<file path="config.mk">
export PLATFORM = sky130hd
export DESIGN_NAME = sprite_palette_bank_flat
export DESIGN_NICKNAME = d
export VERILOG_FILES = /design/src/rtl/sprite_palette_bank_if.sv /design/src/rtl/sprite_palette_bank.sv /design/src/flat_wrapper.sv
export SDC_FILE = /design/constraint.sdc
export NUM_CORES = 1
export LEC_CHECK = 0
export CAP_MARGIN = 25
export CORE_ASPECT_RATIO = 1.1
export CORE_MARGIN = 5
export CORE_UTILIZATION = 58
export CTS_CLUSTER_DIAMETER = 120
export DETAILED_ROUTE_END_ITERATION = 8
export DONT_BUFFER_PORTS = 1
export GPL_TIMING_DRIVEN = 0
export PLACE_DENSITY = 0.76
export SETUP_SLACK_MARGIN = 0.02
export SYNTH_ARGS = -nofsm -noshare
export SYNTH_HDL_FRONTEND = slang
export SYNTH_SLANG_ARGS = --single-unit
</file>
<file path="constraint.sdc">
create_clock -name Clk -period 2.2 [get_ports Clk]
set_clock_uncertainty 0.05 [all_clocks]
set_input_delay 0.55 -clock Clk [delete_from_list [all_inputs] [get_ports Clk]]
set_output_delay 0.55 -clock Clk [all_outputs]
set_load 0.01 [all_outputs]
</file>
<file path="src/rtl/sprite_palette_bank_if.sv">
// Sprite palette bank bus.
// Carries the frame/bank controls, the palette write port and the pixel lookup stream
// between a sprite index source (master) and the palette (slave).
//   master drives : frame_start, bank_sel, flash_en, flash_bank, wr_en, wr_bank, wr_index,
//                   wr_data, pix_valid_in, pix_index
//   slave drives  : pix_valid_out, red, green, blue, transparent, active_bank
interface sprite_palette_bank_if #(
  parameter int unsigned INDEX_W = 4,
  parameter int unsigned COLOR_W = 4,
  parameter int unsigned BANK_W  = 2
);
  logic                 frame_start;
  logic [BANK_W-1:0]    bank_sel;
  logic                 flash_en;
  logic [BANK_W-1:0]    flash_bank;
  logic                 wr_en;
  logic [BANK_W-1:0]    wr_bank;
  logic [INDEX_W-1:0]   wr_index;
  logic [3*COLOR_W-1:0] wr_data;
  logic                 pix_valid_in;
  logic [INDEX_W-1:0]   pix_index;
  logic                 pix_valid_out;
  logic [COLOR_W-1:0]   red;
  logic [COLOR_W-1:0]   green;
  logic [COLOR_W-1:0]   blue;
  logic                 transparent;
  logic [BANK_W-1:0]    active_bank;

  modport master (
    output frame_start, bank_sel, flash_en, flash_bank,
    output wr_en, wr_bank, wr_index, wr_data,
    output pix_valid_in, pix_index,
    input  pix_valid_out, red, green, blue, transparent, active_bank
  );

  modport slave (
    input  frame_start, bank_sel, flash_en, flash_bank,
    input  wr_en, wr_bank, wr_index, wr_data,
    input  pix_valid_in, pix_index,
    output pix_valid_out, red, green, blue, transparent, active_bank
  );
endinterface

</file>
<file path="src/rtl/sprite_palette_bank.sv">
// Multi-bank writable sprite colour palette.
// Maps a per-pixel colour index to a registered {R,G,B} value (latency 1) from the bank that
// is currently active, with an optional transparency flag. The active bank only changes on a
// frame_start pulse, optionally alternating between bank_sel and flash_bank every
// FLASH_PERIOD frames for hit-flash effects.
// Ports:
//   Clk      - pixel clock, rising edge
//   Reset_n  - asynchronous active-low reset; clears palette, outputs and bank state
//   bus      - sprite_palette_bank_if slave: controls, write port, pixel in/out stream
module sprite_palette_bank #(
  parameter int unsigned INDEX_W      = 4,
  parameter int unsigned COLOR_W      = 4,
  parameter int unsigned NUM_BANKS    = 4,
  parameter int unsigned FLASH_PERIOD = 8,
  parameter bit          TRANSP_EN    = 1'b1,
  parameter int unsigned TRANSP_INDEX = 0
) (
  input logic                  Clk,
  input logic                  Reset_n,
  sprite_palette_bank_if.slave bus
);

  localparam int unsigned BANK_W = $clog2(NUM_BANKS);
  localparam int unsigned DEPTH  = 2 ** INDEX_W;
  localparam int unsigned RGB_W  = 3 * COLOR_W;
  localparam int unsigned CNT_W  = (FLASH_PERIOD > 1) ? $clog2(FLASH_PERIOD) : 1;

  localparam logic [CNT_W-1:0]   CntLast     = CNT_W'(FLASH_PERIOD - 1);
  localparam logic [INDEX_W-1:0] TranspIndex = INDEX_W'(TRANSP_INDEX);

  typedef enum logic {
    PhBase,
    PhFlash
  } phase_e;

  // --------------------------------------------------------------------------
  // Palette storage: resettable flops, so no RAM inference.
  // --------------------------------------------------------------------------
  logic [RGB_W-1:0] pal_q [NUM_BANKS][DEPTH];

  always_ff @(posedge Clk or negedge Reset_n) begin
    if (!Reset_n) begin
      for (int b = 0; b < int'(NUM_BANKS); b++) begin
        for (int e = 0; e < int'(DEPTH); e++) begin
          pal_q[b][e] <= '0;
        end
      end
    end else if (bus.wr_en) begin
      pal_q[bus.wr_bank][bus.wr_index] <= bus.wr_data;
    end
  end

  // --------------------------------------------------------------------------
  // Bank / flash FSM. Only frame_start advances it, so a frame never tears.
  // --------------------------------------------------------------------------
  phase_e             phase_q, phase_d;
  logic [CNT_W-1:0]   cnt_q, cnt_d;
  logic [BANK_W-1:0]  active_bank_q, active_bank_d;

  always_ff @(posedge Clk or negedge Reset_n) begin
    if (!Reset_n) begin
      phase_q       <= PhBase;
      cnt_q         <= '0;
      active_bank_q <= '0;
    end else begin
      phase_q       <= phase_d;
      cnt_q         <= cnt_d;
      active_bank_q <= active_bank_d;
    end
  end

  always_comb begin
    phase_d       = phase_q;
    cnt_d         = cnt_q;
    active_bank_d = active_bank_q;
    if (bus.frame_start) begin
      if (!bus.flash_en) begin
        phase_d = PhBase;
        cnt_d   = '0;
      end else if (cnt_q == CntLast) begin
        cnt_d = '0;
        unique case (phase_q)
          PhBase:  phase_d = PhFlash;
          PhFlash: phase_d = PhBase;
          default: phase_d = PhBase;
        endcase
      end else begin
        cnt_d = cnt_q + CNT_W'(1);
      end
      // Re-sample the bank inputs for the (possibly new) phase on every pulse.
      active_bank_d = (phase_d == PhFlash) ? bus.flash_bank : bus.bank_sel;
    end
  end

  // --------------------------------------------------------------------------
  // Lookup pipeline. Reads use active_bank_q and pal_q before this edge's updates, which gives
  // pre-update bank on a frame_start cycle and read-before-write on a colliding write.
  // --------------------------------------------------------------------------
  logic             valid_q, valid_d;
  logic [RGB_W-1:0] rgb_q, rgb_d;
  logic             transp_q, transp_d;

  always_comb begin
    valid_d  = bus.pix_valid_in;
    rgb_d    = '0;
    transp_d = 1'b0;
    if (bus.pix_valid_in) begin
      rgb_d    = pal_q[active_bank_q][bus.pix_index];
      transp_d = TRANSP_EN && (bus.pix_index == TranspIndex);
    end
  end

  always_ff @(posedge Clk or negedge Reset_n) begin
    if (!Reset_n) begin
      valid_q  <= 1'b0;
      rgb_q    <= '0;
      transp_q <= 1'b0;
    end else begin
      valid_q  <= valid_d;
      rgb_q    <= rgb_d;
      transp_q <= transp_d;
    end
  end

  assign bus.pix_valid_out = valid_q;
  assign bus.red           = rgb_q[RGB_W-1 -: COLOR_W];
  assign bus.green         = rgb_q[2*COLOR_W-1 -: COLOR_W];
  assign bus.blue          = rgb_q[COLOR_W-1:0];
  assign bus.transparent   = transp_q;
  assign bus.active_bank   = active_bank_q;

endmodule
</file>
<file path="src/flat_wrapper.sv">
// flat-port wrapper written by rule: the top's interface ports become plain ports
module sprite_palette_bank_flat 
#(
  parameter int unsigned INDEX_W      = 4,
  parameter int unsigned COLOR_W      = 4,
  parameter int unsigned NUM_BANKS    = 4,
  parameter int unsigned FLASH_PERIOD = 8,
  parameter bit          TRANSP_EN    = 1'b1,
  parameter int unsigned TRANSP_INDEX = 0
)
  (Clk, Reset_n, bus_frame_start, bus_bank_sel, bus_flash_en, bus_flash_bank, bus_wr_en, bus_wr_bank, bus_wr_index, bus_wr_data, bus_pix_valid_in, bus_pix_index, bus_pix_valid_out, bus_red, bus_green, bus_blue, bus_transparent, bus_active_bank);
  sprite_palette_bank_if #(.INDEX_W(INDEX_W), .COLOR_W(COLOR_W)) bus_i ();
  input logic Clk;
  input logic Reset_n;
  input wire logic [$bits(bus_i.frame_start)-1:0] bus_frame_start;
  input wire logic [$bits(bus_i.bank_sel)-1:0] bus_bank_sel;
  input wire logic [$bits(bus_i.flash_en)-1:0] bus_flash_en;
  input wire logic [$bits(bus_i.flash_bank)-1:0] bus_flash_bank;
  input wire logic [$bits(bus_i.wr_en)-1:0] bus_wr_en;
  input wire logic [$bits(bus_i.wr_bank)-1:0] bus_wr_bank;
  input wire logic [$bits(bus_i.wr_index)-1:0] bus_wr_index;
  input wire logic [$bits(bus_i.wr_data)-1:0] bus_wr_data;
  input wire logic [$bits(bus_i.pix_valid_in)-1:0] bus_pix_valid_in;
  input wire logic [$bits(bus_i.pix_index)-1:0] bus_pix_index;
  output wire logic [$bits(bus_i.pix_valid_out)-1:0] bus_pix_valid_out;
  output wire logic [$bits(bus_i.red)-1:0] bus_red;
  output wire logic [$bits(bus_i.green)-1:0] bus_green;
  output wire logic [$bits(bus_i.blue)-1:0] bus_blue;
  output wire logic [$bits(bus_i.transparent)-1:0] bus_transparent;
  output wire logic [$bits(bus_i.active_bank)-1:0] bus_active_bank;
  assign bus_i.frame_start = bus_frame_start;
  assign bus_i.bank_sel = bus_bank_sel;
  assign bus_i.flash_en = bus_flash_en;
  assign bus_i.flash_bank = bus_flash_bank;
  assign bus_i.wr_en = bus_wr_en;
  assign bus_i.wr_bank = bus_wr_bank;
  assign bus_i.wr_index = bus_wr_index;
  assign bus_i.wr_data = bus_wr_data;
  assign bus_i.pix_valid_in = bus_pix_valid_in;
  assign bus_i.pix_index = bus_pix_index;
  assign bus_pix_valid_out = bus_i.pix_valid_out;
  assign bus_red = bus_i.red;
  assign bus_green = bus_i.green;
  assign bus_blue = bus_i.blue;
  assign bus_transparent = bus_i.transparent;
  assign bus_active_bank = bus_i.active_bank;
  sprite_palette_bank #(.INDEX_W(INDEX_W), .COLOR_W(COLOR_W), .NUM_BANKS(NUM_BANKS), .FLASH_PERIOD(FLASH_PERIOD), .TRANSP_EN(TRANSP_EN), .TRANSP_INDEX(TRANSP_INDEX)) u_core (.Clk(Clk), .Reset_n(Reset_n), .bus(bus_i));
endmodule
</file>
; After elaboration in Yosys (flattened, before gate mapping)
; Cells that the tools add are included.
[op_classes]
n_addsub = 1
magnitude_cmp = 6
n_eq_ne = 1
muxes = 20
bitwise = 5
n_reduce_logical = 3
[ops]
columns = op, count
row1 = bitwise mux 768 bit, 1
row2 = 2-to-1 mux 192 bit, 3
row3 = binary-select mux 192 bit (select 2 bit), 1
row4 = demux 192 bit (select 2 bit), 1
row5 = binary-select mux 12 bit (select 4 bit), 1
row6 = demux 12 bit (select 4 bit), 1
row7 = 2-to-1 mux 12 bit, 4
row8 = greater-or-equal comparator 5 bit (second input constant), 2
row9 = inverter 4 -> 5 bit, 2
row10 = greater-or-equal comparator 3 bit (second input constant), 2
row11 = 2-to-1 mux 3 bit, 2
row12 = inverter 2 -> 3 bit, 2
row13 = less-than comparator 5 x 1 -> 1 bit (second input constant), 1
row14 = logical NOT 4 bit, 1
row15 = 2-to-1 mux 1 bit, 4
row16 = adder 3 x 1 -> 3 bit (second input constant), 1
row17 = == test 3 bit (second input constant), 1
row18 = less-than comparator 3 x 1 -> 1 bit (second input constant), 1
row19 = logical AND 1 bit, 2
row20 = 2-to-1 mux 2 bit, 1
row21 = case mux 1 bit (2 select lines), 1
row22 = inverter 1 bit, 1
[totals]
register_bits = 788
input_bits = 32
output_inout_bits = 16
wordCells = 106

; Depth between registers and ports, before layout
; Gate-level depths: netlist of run 1.
[logic_depth]
word_depth = 8
depth_mapped = 10
depth_no_buf = 6

; Worst setup path before layout of run 1
; No wires, ideal clock.
[synth_timing]
path_kind = input -> register
start = input bus_pix_index[2]
end = register u_core.rgb_q[3]
arrival_time_ns = 2.154
required_time_ns = 2.001
setup_slack_ns = -0.152
cell_stages = 7
path_cell_list = clkbuf_1 buf_4 mux4_2 mux4_2 mux2_2 o21ai_0 a41oi_1
[synth_via]
elab_chain_cells = 5
[synth_rtl]
columns = element, line_no
row1 = from (decl), flat_wrapper.sv:24  ; input wire logic [$bits(bus_i.pix_index)-1:0] bus_pix_index;
row2 = inverter 4 -> 5 bit (implied by the code), sprite_palette_bank.sv:108  ; rgb_d = pal_q[active_bank_q][bus.pix_index];
row3 = binary-select mux 12 bit (select 4 bit), sprite_palette_bank.sv:108
row4 = 2-to-1 mux 12 bit (implied by the code) (2 in a row), sprite_palette_bank.sv:108
row5 = 2-to-1 mux 12 bit, sprite_palette_bank.sv:107  ; if (bus.pix_valid_in) begin
row6 = net u_core.rgb_d[3], sprite_palette_bank.sv:100  ; logic [RGB_W-1:0] rgb_q, rgb_d;
row7 = to (signal assigned), sprite_palette_bank.sv:120  ; rgb_q <= rgb_d;
row8 = to (decl), sprite_palette_bank.sv:100
; The timed path passes the listed nets, and every way through them passes these cells. The select of a mux whose other input is x is not followed.
; A chain may end at the register's enable or synchronous reset.

==> impl_metrics.yaml, run 1 <==
routing:
  routed_via_count_divided_by_cell_count: 6.89
  dr_total_vias: 23100
  ant_nets: 0
  firstDrtPassIters: 8
  detail_route.drc_violations: 0
  drt-wirelength-per-cell_um: 35.9
  detail_route.wirelength_mm: 121
  first_iter_violations: 2699
flow_run:
  drv.max_cap_violation_count: 0
floorplanning:
  core.rowCount: 95
  initial_core_utilization: 0.588
  core_region_area_um2: 61300
  die-width_um: 248
  design.portCount: 48
  floorplan.die_area_um2: 67300
  die_y_um: 272
place:
  place_inst: 3157
  dp_hpwl_mm: 82.2
  gp_routability_congestion: 0.929
  io_buffer_count: 0
timing:
  worstMarginPinSlew_ns: 3.96
  setup_ws_ns: -0.562
  hold_violation_count_in_the_final_report: 160
  timing.final.crit_share: 1.26
  final_max_slew_violation_count: 721
  hold-worst-slack_ns: -0.371
  grt_setup_unrepaired: "yes"
  slew_headroom: -1.64
  report.final.setup_viol: 518
  min_period_ns: 2.76
  timing.fmax_ghz: 0.362
grt:
  number_of_antenna_violations_at_the_first_check_in_global_routing: 0
  pin_count_of_the_biggest_net_entering_global_routing: 789
  grt_pass1_wl_mm: 173
  first_global_vias: 24700
  grt_overflow: 0
  globalRouteTotalUtil: 0.362
clock_tree:
  clk_transition_reported_paths_ns: 0.07
  cts-hold-fix-buffers: 1
  clock_tree.buffer_depth: 3
  number_of_cts_inserted_buffers: 81
  worst_skew_pair.late_latency_ns: 0.65
  cts_max_level: 3
  cts_num_sinks: 788
  clock-root-buffer: "clkbuf_16"
  cts_tree: "yes"
final_layout:
  multi_input_gate_area_um2: 15400
  finish.cell_count_without_fillers: 3357
  final_nets: 2501
  synthToLayoutAreaGrowth_pct: 14.8
  mostFrequentLayoutCells: "dfrtp_1 (786), mux2_2 (772), mux4_2 (196)"
  n_fill_cell: 4182
  mostFrequentLayoutCell: "dfrtp_1"
  antenna-diode-count: 0
  final_layout_size_suffix_gt1_frac: 0.516
  area.sequential_um2: 19700
synthesis:
  fraction_of_the_yosys_area_taken_by_sequential_cells: 0.547
  ys.warnings.count: 0
  syn_avg_cell_area_um2: 15.7
  synthXorXnorAreaFrac: 0.000243
  asyncSetResetFlopFracSynth: 1.00
  area_share_of_and_or_nand_nor_cells_after_synthesis: 0.0225
  synthMuxAreaShare: 0.384
  net_count_synth: 2336
  synth_compound_area_frac: 0.0152
  synth-adder-area-share: 0.000694
  syn-cell-area_um2: 36100
  post_syn_instances: 2302
  synth_flop_cell: "dfrtp_1"
  synth_top_family_by_area: "multiplexers"
  synth.distinct_cells: 58
  synth_edf_count: 0
  synth.ff_latch_count: 788
setup_path:
  worst-endpoint-arrival_ns: 2.53
  timing.critical_path.required_ns: 1.97
  worst-path-max-fanout: 788
  setup.worst_path.class: "input port to async pin"
  nature_of_the_critical_path_endpoint: "async pin"
  critical_path.startpoint_type: "input port"
power_and_ir_drop:
  power_switching_w: 0.00952
  gate_power_share: 0.158
  power.share.sequential: 0.472
  power.internal_w: 0.0274
  clock_share_of_power: 0.370
  cellLeakagePower_nw: 19.3
  cellPowerDensity_nw_per_um2: 892
  vdd_ir_drop_max_uv: 650
  design_power_total_w: 0.0369
  sw_frac_of_total: 0.258
run_status:
  outcome: "finished, violations left"
  failing_checks: "hold timing, slew limit, setup timing"
worst_hold_path:
  min_path_type: "input port to async pin"
## state kept, by name, indices dropped and copies added (netlist names)
name,flops
u_core.pal_q,768
u_core.bus.pix_valid_out,1
u_core.cnt_q,3
u_core.bus.active_bank,2
u_core.phase_q,1
u_core.bus.transparent,1
u_core.rgb_q,12
## cell usage after synthesis, types with 2 or more instances
| library cell | instances | area, µm² |
|---|---|---|
| and2_1 | 2 | 12.5 |
| a22oi_1 | 5 | 37.5 |
| buf_1 | 13 | 48.8 |
| dfrtp_1 | 788 | 19700 |
| mux4_1 | 18 | 473 |
| or2_2 | 6 | 37.5 |
| a221oi_1 | 10 | 87.6 |
| mux2i_1 | 52 | 521 |
| nand3b_1 | 2 | 15.0 |
| mux4_2 | 182 | 4100 |
| nand3_1 | 13 | 65.1 |
| o21ai_1 | 7 | 35.0 |
| buf_2 | 30 | 150 |
| o22ai_1 | 2 | 12.5 |
| o221ai_1 | 2 | 17.5 |
| o21ai_0 | 11 | 55.1 |
| o221a_2 | 2 | 22.5 |
| nor3_1 | 12 | 60.1 |
| ha_1 | 2 | 25.0 |
| mux2_2 | 774 | 8720 |
| a21oi_1 | 10 | 50.1 |
| a32oi_1 | 6 | 52.6 |
| nor2b_1 | 5 | 31.3 |
| or4_1 | 2 | 15.0 |
| buf_6 | 18 | 203 |
| o211ai_1 | 5 | 37.5 |
| nand2b_1 | 7 | 43.8 |
| buf_4 | 19 | 143 |
| clkbuf_1 | 134 | 503 |
| and3_1 | 5 | 31.3 |
| a31oi_1 | 2 | 12.5 |
| inv_1 | 6 | 22.5 |
| a41oi_1 | 3 | 26.3 |
| nor2_1 | 42 | 158 |
| nand2_1 | 81 | 304 |
| clkinv_1 | 2 | 7.51 |
## timing repair
item,CTS,global route
hold endpoints to repair,790,788
resized for setup,117,31
setup endpoints to repair,55,33
setup buffers,39,5
cloned,2,0
pin swaps,12,8
## cell families (layout without fill, tap and decap cells)
| group | Yosys count | count (layout) |
|---|---|---|
| fa+ha+maj | 2 | 2 |
| mux | 1027 | 1027 |
| flops | 788 | 788 |
| simple gates | 182 | 182 |
| buf+inv | 226 | 457 |
| compound gates | 76 | 76 |
| xor+xnor | 1 | 1 |
## per-stage QoR
| step | utilization | TNS (ns) | worst slack, ns | area, µm² |
|---|---|---|---|---|
| 2_1_floorplan | - | -0.0810 | -0.0197 | 36100 |
| 3_3_place_gp | 0.606 | -333.43 | -1.68 | 37100 |
| 3_5_place_dp | 0.613 | -269.53 | -1.69 | 37600 |
| 4_1_cts | 0.671 | -4.69 | -0.469 | 41200 |
| 5_1_grt | 0.675 | -5.31 | -0.485 | 41400 |
| 6_report | 0.675 | -133.14 | -0.562 | 41400 |
## metal layers
layer  up-vias  global-route usage  part of all wire
li1       8872                   -                 -
met1     12300               0.467              0.36
met2      1420               0.542              0.45
met3       508              0.0878             0.096
met4         0               0.254             0.088
met5         -                   0                 0
## power groups by stage
stage	Sequential, W	Clock [W]	Combinational [W]
2_1_floorplan	0.0172	0	0.00385
3_3_place_gp	0.0174	0	0.00505
3_5_place_dp	0.0176	0	0.00526
4_1_cts	0.0174	0.0137	0.00569
5_1_grt	0.0176	0.0143	0.00607
6_report	0.0174	0.0137	0.00584
## final cells by class
type	instances	area share
clock buffer	122	0.0582
tap	824	0.0249
multi-input combinational	1288	0.371
inverter	9	0.000846
buffer	217	0.0366
clock inverter	27	0.00499
sequential	788	0.476
timing repair buffer	82	0.0273
## final timing paths
kind,startpoint,end,slack (ns),depth (start not counted)
setup / recovery,Reset_n,u_core.pal_q[765],-0.56,0
hold / removal,Reset_n,u_core.pal_q[599],-0.37,0
setup reg to reg,u_core.bus.active_bank[1],u_core.rgb_q[6],-0.52,8
hold reg to reg,u_core.pal_q[166],u_core.pal_q[166],0.45,1
max in group Clk,u_core.bus.active_bank[1],u_core.rgb_q[6],-0.52,8
min in group Clk,bus_flash_en,u_core.cnt_q[1],0.03,2
Note: power is estimated with default switching activity, not from simulation.
==> run 2: changes to the inputs <==
--- a/config.mk
+++ b/config.mk
@@ -13,7 +13,7 @@
 export DETAILED_ROUTE_END_ITERATION = 8
 export DONT_BUFFER_PORTS = 1
 export GPL_TIMING_DRIVEN = 0
-export PLACE_DENSITY = 0.76
+export PLACE_DENSITY = 0.79
 export SETUP_SLACK_MARGIN = 0.02
 export SYNTH_ARGS = -nofsm -noshare
 export SYNTH_HDL_FRONTEND = slang
==> run 2 against run 1 <==
Against the previous run:
- largest cell class unchanged
- sequential share of layout area decreased by 0.28 points
- the run still ends with hold timing, slew limit, setup timing left
- cell count increased by 0.21%
- fmax increased by 3.2%
- total power increased by 2.0%
- combinational power about the same
==> impl_metrics.yaml, run 2 (synthesis results as in run 1) <==
routing:
  detail_route.wirelength_mm: 120
  dr_total_vias: 23200
  ant_nets: 0
  firstDrtPassIters: 7
  first_iter_violations: 2771
  routed_via_count_divided_by_cell_count: 6.88
  detail_route.drc_violations: 0
  drt-wirelength-per-cell_um: 35.7
setup_path:
  critPathTopFamily: "multiplexers"
  max_stage_delay_ns: 0.54
  cp.buffers_inverters: 4
  worst-endpoint-arrival_ns: 3.11
  setup.worst_path.class: "flip-flop to flip-flop"
  reg2reg_slack_ns: -0.48
  cpMostUsedCell: "buf_12"
  critical_path.startpoint_type: "flip-flop"
  nature_of_the_critical_path_endpoint: "flip-flop"
  timing.critical_path.required_ns: 2.63
  worst-path-max-fanout: 10
  timing.critical_path.slowest_stage_cell: "mux4_2"
  worstPathCellList: "buf_12 > buf_16 > buf_12 > buf_12 > mux4_2 > mux4_2 > o211ai_1 > o21ai_2"
timing:
  min_period_ns: 2.68
  slew_headroom: -0.913
  setup_ws_ns: -0.477
  worstMarginPinSlew_ns: 2.87
  timing.final.crit_share: 1.22
  report.final.setup_viol: 18
  timing.fmax_ghz: 0.374
  grt_setup_unrepaired: "yes"
  final_max_slew_violation_count: 564
  hold_violation_count_in_the_final_report: 240
  hold-worst-slack_ns: -0.410
grt:
  grt_pass1_wl_mm: 172
  pin_count_of_the_biggest_net_entering_global_routing: 789
  first_global_vias: 24700
  grt_overflow: 0
  number_of_antenna_violations_at_the_first_check_in_global_routing: 0
  globalRouteTotalUtil: 0.358
clock_tree:
  worst_skew_pair.late_latency_ns: 0.65
  clk_transition_reported_paths_ns: 0.06
  cts_num_sinks: 788
  clock-root-buffer: "clkbuf_16"
  number_of_cts_inserted_buffers: 82
  cts_tree: "yes"
  clock_tree.buffer_depth: 3
  cts_max_level: 3
floorplanning:
  core.rowCount: 95
  initial_core_utilization: 0.588
  die-width_um: 248
  design.portCount: 48
  core_region_area_um2: 61300
  floorplan.die_area_um2: 67300
  die_y_um: 272
final_layout:
  synthToLayoutAreaGrowth_pct: 15.5
  postLayoutCellArea_um2: 41700
  largest-register: "u_core.pal_q"
  final_layout_size_suffix_gt1_frac: 0.519
  mostFrequentLayoutCells: "dfrtp_1 (786), mux2_2 (773), mux4_2 (194)"
  largest_register_ff_count: 768
  layout_top_registers: "u_core.pal_q x768, u_core.rgb_q x12, u_core.cnt_q x3"
  n_fill_cell: 4145
  mostFrequentLayoutCell: "dfrtp_1"
  final_nets: 2512
power_and_ir_drop:
  vdd_ir_drop_max_uv: 688
  cellLeakagePower_nw: 19.4
  cellPowerDensity_nw_per_um2: 904
place:
  gp_routability_congestion: 0.953
  dp_hpwl_mm: 81.9
  io_buffer_count: 0
  post_dp_cell_area_um2: 37600
  post-place-ws_ns: -1.70
flow_run:
  drv.max_cap_violation_count: 0
worst_hold_path:
  min_path_type: "input port to async pin"
run_status:
  failing_checks: "hold timing, slew limit, setup timing"
  outcome: "finished, violations left"
run 2: changes by cell type in the layout (fill, tap and decap cells not counted), sizes merged:
cell,before,now
buf,160,171
clkinv,21,14
bufinv,1,6
clkbuf,260,256
clkinvlp,2,4
diode,0,1
inv,12,11
run 2: metrics by stage:
stage / setup TNS (ns) / util / cells / hold slack (ns) / power, W
floorplan: -0.0810 / - / 2302 / 0.204 / 0.0211
global placement: -336.00 / 0.606 / 3126 / 0.266 / 0.0225
detailed placement: -251.71 / 0.614 / 3160 / 0.267 / 0.0228
CTS: -4.64 / 0.673 / 3339 / -0.403 / 0.0374
global route: -5.24 / 0.679 / 3363 / -0.430 / 0.0387
finish: -5.06 / 0.679 / 3364 / -0.410 / 0.0377
run 2: area by class of cell:
cell class              count  area (µm²)  area share
flip-flops and latches    788       19700       0.473
multi-input cells        1288       15400       0.370
clock buffers             119        2430      0.0584
plain buffers             217        1560      0.0375
repair buffers             92        1150      0.0275
well taps                 824        1030      0.0247
clock inverters            26         328     0.00787
inverters                   9        33.8    0.000811
diodes                      1        2.50   0.0000601
run 2: repair_timing:
item | in CTS | in global routing
gates cloned | 1 | 1
resized for setup | 121 | 38
hold endpoints to repair | 790 | 789
endpoints found under the setup margin | 24 | 94
pin swaps | 10 | 11
buffers inserted | 33 | 23
run 2: path summary, 6_finish.rpt:
path                                      startpoint                end  cells past startpoint
max in group asynchronous                    Reset_n  u_core.pal_q[548]                      0
max reg2reg                u_core.bus.active_bank[1]    u_core.rgb_q[9]                      8
min reg2reg                        u_core.pal_q[306]  u_core.pal_q[306]                      1
min                                          Reset_n  u_core.pal_q[587]                      0
max                        u_core.bus.active_bank[1]    u_core.rgb_q[9]                      8
min in group Clk                    bus_pix_valid_in    u_core.rgb_q[3]                      2
run 2: power breakdown:
group          switching, W  leakage (nW)  internal [W]  total [W]
sequential          0.00104          10.5        0.0164     0.0175
combinational       0.00257          7.62       0.00329    0.00586
clock               0.00597          1.36       0.00839     0.0144
run 2: worst reg2reg max path, cell delays in order, from the launching register on:
cell      delay [ns]
dfrtp_2         0.41
buf_12          0.12
buf_16          0.16
buf_12          0.19
buf_12          0.20
mux4_2          0.33
mux4_2          0.54
o211ai_1        0.36
o21ai_2         0.15
run 2: layer usage:
layer	track usage	vias up	part of all wire
met1	0.457	12300	0.36
met3	0.101	460	0.10
met4	0.234	0	0.082
li1	-	8903	-
met5	0	-	0
met2	0.542	1439	0.46
